File: src/rtl/fetch_sequencer.sv
// Program-counter sequencer: IDLE/RUN/STALL/HALT control with branch, stall and halt handling.
// Optional retired-instruction counter enabled by defining FETCH_SEQ_RETIRE_CNT_EN.
//
//   state   | meaning
//   --------+-------------------------------------------------------------
//   S_IDLE  | waiting for start after reset; PC parked at START_ADDR
//   S_RUN   | fetching; inst_valid = !stall, PC advances per decoder inputs
//   S_STALL | PC frozen, nothing executes; leaves on first stall=0 edge
//   S_HALT  | PC frozen after a halt instruction; only start leaves
module fetch_sequencer #(
    parameter int                ADDR_W     = 8,
    parameter logic [ADDR_W-1:0] START_ADDR = '0
) (
    input  logic              clk,
    input  logic              rst_n,
    input  logic              start,
    input  logic              stall,
    input  logic              halt_req,
    input  logic              br_taken,
    input  logic              br_abs,
    input  logic [ADDR_W-1:0] br_target,
    input  logic [3:0]        br_offset,
    output logic [ADDR_W-1:0] inst_addr,
    output logic              inst_valid,
    output logic              running,
`ifdef FETCH_SEQ_RETIRE_CNT_EN
    output logic [15:0]       retire_cnt,
`endif
    output logic              halted
);

    typedef enum logic [1:0] {
        S_IDLE  = 2'd0,
        S_RUN   = 2'd1,
        S_STALL = 2'd2,
        S_HALT  = 2'd3
    } state_t;

    logic [1:0]        r_rst_sync;
    state_t            r_state;
    logic [ADDR_W-1:0] r_pc;

    logic              w_core_en;
    logic              w_start_ok;
    logic [ADDR_W-1:0] w_pc_inc;
    logic [ADDR_W-1:0] w_pc_rel;

    // Assertion is asynchronous; release is delayed two edges so the core leaves reset cleanly.
    always_ff @(posedge clk or negedge rst_n) begin
        if (!rst_n) begin
            r_rst_sync <= 2'b00;
        end else begin
            r_rst_sync <= {r_rst_sync[0], 1'b1};
        end
    end

    assign w_core_en  = r_rst_sync[1];
    assign w_start_ok = start && !stall;
    assign w_pc_inc   = r_pc + ADDR_W'(1);
    assign w_pc_rel   = r_pc + {{(ADDR_W-4){br_offset[3]}}, br_offset};

    always_ff @(posedge clk or negedge rst_n) begin
        if (!rst_n) begin
            r_state <= S_IDLE;
            r_pc    <= START_ADDR;
        end else if (!w_core_en) begin
            r_state <= S_IDLE;
            r_pc    <= START_ADDR;
        end else begin
            unique case (r_state)
                S_IDLE, S_HALT: begin
                    if (w_start_ok) begin
                        r_state <= S_RUN;
                        r_pc    <= START_ADDR;
                    end
                end
                S_RUN: begin
                    if (stall) begin
                        r_state <= S_STALL;
                    end else if (halt_req) begin
                        r_state <= S_HALT;
                    end else if (br_taken && br_abs) begin
                        r_pc <= br_target;
                    end else if (br_taken) begin
                        r_pc <= w_pc_rel;
                    end else begin
                        r_pc <= w_pc_inc;
                    end
                end
                S_STALL: begin
                    // PC is kept so the stalled instruction re-executes on return to RUN.
                    if (!stall) begin
                        r_state <= S_RUN;
                    end
                end
                default: begin
                    r_state <= S_IDLE;
                    r_pc    <= START_ADDR;
                end
            endcase
        end
    end

    assign inst_addr  = r_pc;
    assign inst_valid = (r_state == S_RUN) && !stall;
    assign running    = (r_state == S_RUN) || (r_state == S_STALL);
    assign halted     = (r_state == S_HALT);

`ifdef FETCH_SEQ_RETIRE_CNT_EN
    logic [15:0] r_retire_cnt;

    always_ff @(posedge clk or negedge rst_n) begin
        if (!rst_n) begin
            r_retire_cnt <= '0;
        end else if (!w_core_en) begin
            r_retire_cnt <= '0;
        end else if (((r_state == S_IDLE) || (r_state == S_HALT)) && w_start_ok) begin
            r_retire_cnt <= '0;
        end else if (inst_valid && (r_retire_cnt != 16'hFFFF)) begin
            r_retire_cnt <= r_retire_cnt + 16'd1;
        end
    end

    assign retire_cnt = r_retire_cnt;
`endif

endmodule

File: config.mk
export PLATFORM = sky130hd
export DESIGN_NAME = fetch_sequencer
export DESIGN_NICKNAME = d
export VERILOG_FILES = /design/src/rtl/fetch_sequencer.sv
export SDC_FILE = /design/constraint.sdc
export NUM_CORES = 1
export LEC_CHECK = 0
export BUFFER_PORTS_ARGS = -buffer_cell sky130_fd_sc_hd__buf_4
export CORE_ASPECT_RATIO = 0.9
export CORE_MARGIN = 2
export CORE_UTILIZATION = 34
export CTS_CLUSTER_DIAMETER = 30
export DETAILED_ROUTE_END_ITERATION = 8
export PLACE_DENSITY = 0.56
export SYNTH_ARGS = -nofsm -noshare
export SYNTH_HDL_FRONTEND = slang
export SYNTH_SLANG_ARGS = --single-unit
export TNS_END_PERCENT = 30
File: constraint.sdc
create_clock -name clk -period 3.05 [get_ports clk]
set_input_delay 0.305 -clock clk [delete_from_list [all_inputs] [get_ports clk]]
set_output_delay 0.305 -clock clk [all_outputs]
set_load 0.02 [all_outputs]
# --- Word level (Yosys, flattened, before mapping) ---
# Cells that the tools add are included.
totals:
  output_inout_bits: 11
  mem_bits_rw: 0
  word_cells: 36
  input_bits: 19
  register_bits: 12
  mem_count: 0
  romBits: 0
  latch_bits: 0
op_classes:
  shifts: 0
  muxes: 13
  reduce_logical: 9
  div_mod_pow: 0
  n_eq_ne: 9
  n_addsub: 2
  magnitude_cmp: 0
  bitwise_logic: 0
  mul: 0
ops:
  columns: ["op", "n"]
  rows:
  - ["2-to-1 mux 8 bit", 6]
  - ["case mux 8 bit (2 select lines)", 1]
  - ["!= test 3 bit (second input constant)", 4]
  - ["2-to-1 mux 2 bit", 5]
  - ["adder 8 x 1 -> 8 bit (second input constant)", 1]
  - ["adder 8 bit", 1]
  - ["case mux 2 bit (3 select lines)", 1]
  - ["== test 2 bit (second input constant)", 2]
  - ["!= test 4 bit (second input constant)", 1]
  - ["AND reduction 4 bit", 1]
  - ["logical AND 1 bit", 3]
  - ["!= test 3 x 1 -> 1 bit (second input constant)", 1]
  - ["AND reduction 3 bit", 1]
  - ["== test 2 x 1 -> 1 bit (second input constant)", 1]
  - ["zero test 2 bit", 1]
  - ["OR reduction 2 bit", 1]
  - ["zero test 1 bit", 1]
  - ["logical OR 1 bit", 1]

# --- Longest topological paths before layout ---
# Gate-level depths: netlist (run 1).
logic_depth:
  depth_word: 7
  mapped_depth: 9
  depth_no_buf: 9

# --- Worst setup path before layout (run 1) ---
# Ideal clock, no wire load.
synth_timing:
  path_kind: "register to register"
  startpoint: "reg r_pc[0], in the netlist inst_addr[0]"
  endpoint: "reg r_pc[6], in the netlist inst_addr[6]"
  path_stages_with_launch: 9
  setup_ps: 122
  period_less_slack_ps: 2143
  setup_slack_ps: 907
  n_path_buf: 0
  required_time_ps: 2928
  arrival_ps: 2022
  path_cell_list: "dfrtp_1 -> ha_1 -> inv_1 -> fa_1 -> nand2b_1 -> a21oi_1 -> mux2i_1 -> o31ai_1 -> a32o_1"
synth_via:
  elab_chain_len: 7
synth_rtl:
  columns: ["element", "line_no", "rtl"]
  rows:
  - ["start, declared", "41", "logic [ADDR_W-1:0] r_pc;"]
  - ["start signal, assigned", "83", "r_pc <= br_target;"]
  - ["start signal, assigned", "85", "r_pc <= w_pc_rel;"]
  - ["start signal, assigned", "87", "r_pc <= w_pc_inc;"]
  - ["adder 8 x 1 -> 8 bit / adder 8 bit (equally long branches)", "59, 60", null]
  - ["2-to-1 mux 8 bit *", "84", "end else if (br_taken) begin"]
  - ["2-to-1 mux 8 bit *", "82", "end else if (br_taken && br_abs) begin"]
  - ["2-to-1 mux 8 bit *", "80", "end else if (halt_req) begin"]
  - ["2-to-1 mux 8 bit *", "78", "if (stall) begin"]
  - ["case mux 8 bit (2 select lines) *", "70", "unique case (r_state)"]
  - ["2-to-1 mux 8 bit *", "66", "end else if (!w_core_en) begin"]
# Every way passes the cells marked *; elsewhere a longest branch is shown, timed or not. The select of a mux whose other input is x is not followed.
# A chain may end at the register's enable or synchronous reset.

# --- Worst setup path after layout (run 1) ---
# Ends and elaborated chain as after synthesis.

==> results of run 1 <==
state kept, by name, summed over array words and instances, names as in the netlist:
name	flops
inst_addr	8
r_rst_sync	2
r_state	2
where the power goes:
part / internal, mW / total, mW / leakage, nW / switching (mW)
Combinational: 0.0686 / 0.151 / 0.439 / 0.0820
Sequential: 0.168 / 0.175 / 0.161 / 0.00766
Clock: 0.0725 / 0.124 / 0.0210 / 0.0519
Total: 0.309 / 0.450 / 0.621 / 0.142
per-stage QoR:
step | setup slack [ns] | power (mW) | util (%) | hold WS (ns)
final | 0.859 | 0.450 | 46.1 | 0.325
after global routing | 0.728 | 0.486 | 46.1 | 0.327
after CTS | 0.846 | 0.458 | 46.1 | 0.324
after detailed placement | 0.713 | 0.329 | 44.4 | 0.156
after global placement | 0.769 | 0.328 | 44.4 | 0.155
after floorplan | 0.907 | 0.273 | - | 0.00941
timing repair:
action	in CTS	in global routing
hold buffers	1	0
resized for setup	0	0
endpoints found under the setup margin	0	0
hold endpoints to repair	12	0
worst paths after layout:
check                              start            end  slack [ns]  cells past startpoint
min in group asynchronous          rst_n   inst_addr[3]        0.41                      2
min                         br_target[1]   inst_addr[1]        0.33                      3
min reg2reg                r_rst_sync[0]  r_rst_sync[1]        0.36                      0
max in group asynchronous          rst_n   inst_addr[6]        2.48                      2
max reg2reg                 inst_addr[0]   inst_addr[6]        0.86                      8
max                         inst_addr[0]   inst_addr[6]        0.86                      8
layer usage:
metal	GRT usage [%]	up-vias	part of all wire, %
li1	-	443	-
met1	17.6	414	46
met2	24.7	21	47
met3	5.29	2	5.5
met4	2.27	0	0.79
met5	0	-	0
critical path, stage by stage, from the launching register on:
cell      delay [ns]
dfrtp_1         0.38
ha_1            0.22
inv_1           0.07
fa_1            0.38
nand2b_1        0.17
a21oi_1         0.26
mux2i_1         0.27
o31ai_1         0.09
a32o_1          0.25
cells in the final DEF (no fill, tap or decap), types with 2 or more instances in the layout:
cell type,instances
a21oi_1,7
and2_1,3
buf_4,29
clkbuf_4,3
dfrtp_1,12
ha_1,7
inv_1,11
mux2i_1,6
nand2_1,16
nand2b_1,4
nand3_1,2
nor2_1,11
o21ai_0,5
o22ai_1,2
cell families (layout without fill, tap and decap cells):
| group | Yosys count | count (layout) | share of synthesized area [%] |
|---|---|---|---|
| multiplexers | 6 | 6 | 6.40 |
| XOR/XNOR | 1 | 1 | 0.934 |
| AND/OR/NAND/NOR | 42 | 42 | 21.9 |
| buffers and inverters | 12 | 45 | 4.93 |
| AO/OA/AOI/OAI | 28 | 28 | 22.0 |
| flip-flops | 12 | 12 | 32.0 |
| other | 1 | 1 | 0.400 |
| adder cells (fa/ha/maj) | 8 | 8 | 11.5 |
cell type report:
| class | instances | area, µm² |
|---|---|---|
| inverters | 11 | 41.3 |
| flip-flops and latches | 12 | 300 |
| repair buffers | 30 | 228 |
| well taps | 30 | 37.5 |
| clock buffers | 4 | 36.3 |
| fillers | 280 | 1450 |
| multi-input cells | 86 | 592 |
==> results.yml, run 1 <==
route:
  drtIter0Drc: 13
  routed_wl_um: 2150
  antenna_left: 0
  num_vias: 880
  wl_per_cell_um: 12.5
  avgViaCountPerCell: 5.09
  route.detailed.drc: 0
  firstDrtPassIters: 4
sta:
  rsz0062_at_grt: "false"
  clock_skew_ns: 0.00923
  maxSlewViolCount: 0
  period_share_pct: 71.8
  setup_viol: 0
  hold_violations: 0
  fmax_mhz: 456
  period_minus_slack_ns: 2.19
  tns_ns: 0
clocking:
  cts_setup_buffers: 0
  clk_latency_ns: 0.27
  numCtsBuffers: 3
  clk_pin_slew_worst_paths_ns: 0.08
  clockBufferDepth: 2
  htreeDepth: 1
  clock_sinks: 12
  root_buffer: "clkbuf_4"
  cts_tree: "yes"
power_and_ir_drop:
  max-vdd-ir-drop_v: 0.000302
  p_per_area_mw_per_mm2: 365
  p_leak_nw: 0.621
floorplanning:
  die_w_um: 59.4
  design.die.area_mm2: 0.00320
  rows: 18
  pin_count: 30
  coreArea_mm2: 0.00268
  initial_core_util_pct: 35.0
  die_h_um: 53.8
place:
  globalplace.congestion: 0.769
  dpl.cell_count: 168
  place_area_mm2: 0.00119
  io_buffers: 29
  dp_hpwl_um: 1770
critical_path:
  crit_arrival_ns: 2.35
  crit_path_start_kind: "register"
  crit_path_end_kind: "register"
  critical_path_class: "reg -> reg"
  cp_data_required_time_ns: 3.21
  critPathMaxFanout: 3
global_route:
  antenna_found_initial: 0
  grtUsageTotal_pct: 14.4
  grt.overflow.total: 0
  grt_pass1_wl_um: 3390
  grt_max_degree: 13
  grt_pass1_vias: 792
synth:
  syn_inst: 110
  syn-cell-area_um2: 938
  synth_top_cell_by_area: "dfrtp_1"
  synth_cell_types: 36
  synthArstFlopShare_pct: 100
  synthesis.nets: 137
  syn_area_per_cell_um2: 8.53
  synth_most_common_cell: "nand2_1"
  synth_top_flop_cell: "dfrtp_1"
  synth-warning-count: 0
  synth_top_cell_area_share_pct: 32.0
  yosys-top-cells-area: "dfrtp_1 (32%), ha_1 (9.3%), mux2i_1 (6.4%)"
  synth-edff-count: 0
  ys_seq_area_share_pct: 32.0
  synth_commonest_cells: "nand2_1 (16), dfrtp_1 (12), inv_1 (11), nor2_1 (11)"
  ys_seq_elements: 12
cells_and_area:
  num_antenna_cells: 0
  area_delta_synth_final_pct: 31.6
  drive_gt1_share_pct: 27.3
  final_nets: 171
  instances_no_fill: 173
  final_area_mm2: 0.00123
run_status:
  outcome: "completed"
min_path:
  min_path_type: "in -> reg"
run:
  max_cap_violations: 0
Note: power is estimated with default switching activity, not from simulation.
==> run 2, diff against run 1 <==
--- a/config.mk
+++ b/config.mk
@@ -5,13 +5,14 @@
 export SDC_FILE = /design/constraint.sdc
 export NUM_CORES = 1
 export LEC_CHECK = 0
+export ABC_AREA = 1
 export BUFFER_PORTS_ARGS = -buffer_cell sky130_fd_sc_hd__buf_4
 export CORE_ASPECT_RATIO = 0.9
 export CORE_MARGIN = 2
 export CORE_UTILIZATION = 34
 export CTS_CLUSTER_DIAMETER = 30
 export DETAILED_ROUTE_END_ITERATION = 8
-export PLACE_DENSITY = 0.56
+export PLACE_DENSITY = 0.55
 export SYNTH_ARGS = -nofsm -noshare
 export SYNTH_HDL_FRONTEND = slang
 export SYNTH_SLANG_ARGS = --single-unit
==> constraint.sdc (replaced) <==
create_clock -name clk -period 2.2 [get_ports clk]
set_input_delay 0.22 -clock clk [delete_from_list [all_inputs] [get_ports clk]]
set_output_delay 0.22 -clock clk [all_outputs]
set_load 0.02 [all_outputs]
==> results.yml, run 2 <==
clocking:
  numCtsBuffers: 3
  cts_hold_buffers: 1
  cts_setup_buffers: 0
  cts_tree: "yes"
  root_buffer: "clkbuf_4"
  clk_pin_slew_worst_paths_ns: 0.09
  clk_latency_ns: 0.28
  htreeDepth: 1
  clock_sinks: 12
  clockBufferDepth: 2
  postCtsResizedCells: 0
global_route:
  grt_pass1_vias: 945
  grt_pass1_wl_um: 4210
  grt.overflow.total: 0
  antenna_found_initial: 0
  grtUsageTotal_pct: 16.0
  grt_max_degree: 14
synth:
  syn-cell-area_mm2: 0.00103
  synthArstFlopShare_pct: 100
  synth_top_cell_area_share_pct: 29.3
  synth-warning-count: 0
  synthMuxAreaShare_pct: 0.976
  synth_commonest_cells: "nand2_1 (35), inv_1 (21), nor2_1 (13)"
  yosys-top-cells-area: "dfrtp_1 (29%), nand2_1 (13%), ha_1 (8.5%)"
  synth-edff-count: 0
  ys_seq_area_share_pct: 29.3
  synthesis.nets: 170
  synth_cell_types: 26
  yosys.area_share.adder_pct: 10.5
  ys_seq_elements: 12
  syn_inst: 143
  synth_top_cell_by_area: "dfrtp_1"
  syn_area_per_cell_um2: 7.17
  synth_top_flop_cell: "dfrtp_1"
  synth_top_family_by_area: "simple AND/OR/NAND/NOR gates"
  synth_simple_gate_area_share_pct: 33.7
  synth-compound-area-share_pct: 11.6
  synth_most_common_cell: "nand2_1"
  synth-xor-area-share_pct: 3.41
sta:
  period_minus_slack_ns: 1.86
  timing.slew.headroom_pct: 66.6
  clock_skew_ns: 0.00998
  maxSlewViolCount: 0
  worst_pin_slew_ns: 0.499
  setup_viol: 0
  fin_ws_ns: 0.340
  fmax_mhz: 538
  period_share_pct: 84.5
  tns_ns: 0
  rsz0062_at_grt: "false"
  hold_violations: 0
floorplanning:
  rows: 18
  pin_count: 30
  die_h_um: 56.1
  initial_core_util_pct: 36.4
  coreArea_mm2: 0.00282
  design.die.area_mm2: 0.00347
  die_w_um: 61.9
route:
  wl_per_cell_um: 11.9
  routed_wl_um: 2560
  drtIter0Drc: 52
  num_vias: 1002
  antenna_left: 0
  route.detailed.drc: 0
  firstDrtPassIters: 4
  avgViaCountPerCell: 4.66
cells_and_area:
  final_common_cell: "nand2_1"
  num_antenna_cells: 0
  final_nets: 203
  area_delta_synth_final_pct: 28.8
  drive_gt1_share_pct: 28.0
  largest_reg_flops: 8
  fill_cells: 305
  final_cell_mix: "nand2_1 (35), buf_4 (29), inv_1 (21)"
power_and_ir_drop:
  p_per_area_mw_per_mm2: 933
  p_leak_nw: 0.746
  max-vdd-ir-drop_v: 0.000457
critical_path:
  critical_path_class: "reg -> reg"
  crit_path_end_kind: "register"
  crit_arrival_ns: 2.03
  crit_path_start_kind: "register"
  critPathMaxFanout: 3
  cp_data_required_time_ns: 2.37
place:
  dp_slack_ns: 0.335
  io_buffers: 29
  dp_hpwl_um: 2030
  globalplace.congestion: 0.860
min_path:
  min_path_type: "in -> reg"
run_status:
  outcome: "completed"
run:
  max_cap_violations: 0
[run 2: critical path: stages (launching register included)]
cell	delay, ns
dfrtp_1	0.41
ha_1	0.19
inv_1	0.05
fa_1	0.38
o21ai_0	0.27
nand3_1	0.14
nand4_1	0.09
nand3_1	0.07
nand2_1	0.08
nand2_1	0.05
[run 2: path summary, 6_finish.rpt]
path,from,to,cells past startpoint,slack (ns)
setup reg to reg,inst_addr[0],inst_addr[6],9,0.34
setup / recovery,inst_addr[0],inst_addr[6],9,0.34
hold / removal,br_target[0],inst_addr[0],3,0.25
min in group asynchronous,rst_n,inst_addr[1],2,0.32
max in group asynchronous,rst_n,inst_addr[7],2,1.70
hold reg to reg,r_rst_sync[0],r_rst_sync[1],0,0.36
[run 2: area by class of cell]
cell class | instances | area [µm²] | area share, %
Clock buffer | 4 | 36.3 | 2.75
Inverter | 23 | 86.3 | 6.53
Multi-Input combinational cell | 106 | 621 | 47.0
Sequential cell | 12 | 300 | 22.7
Tap cell | 40 | 50.0 | 3.79
Timing Repair Buffer | 30 | 228 | 17.2
[run 2: metrics by stage]
step	instance area (µm²)	utilization, %	total power, mW	instances	hold WS [ns]
6_report	1320	46.9	1.23	215	0.245
5_1_grt	1320	46.9	1.36	215	0.255
4_1_cts	1320	46.9	1.24	215	0.242
3_5_place_dp	1270	45.3	1.05	210	0.0742
3_3_place_gp	1270	45.3	1.04	210	0.0726
2_1_floorplan	1030	-	0.810	143	-0.0756
[run 2: cell families after synthesis]
logic type | Yosys count
AO/OA/AOI/OAI | 19
multiplexers | 1
other | 1
flip-flops | 12
AND/OR/NAND/NOR | 73
adder cells (fa/ha/maj) | 8
buffers and inverters | 25
XOR/XNOR | 4
[run 2: power by group]
group          switching (mW)  internal, mW  total, mW
registers              0.0631         0.280      0.343
clock network          0.0808         0.101      0.181
logic                   0.432         0.276      0.708
[run 2: layer usage]
metal / share of wire, % / global-route usage (%)
met5: 0 / 0
met4: 1.1 / 5.17
met3: 6.2 / 5.35
met2: 44 / 23.2
met1: 48 / 21.9
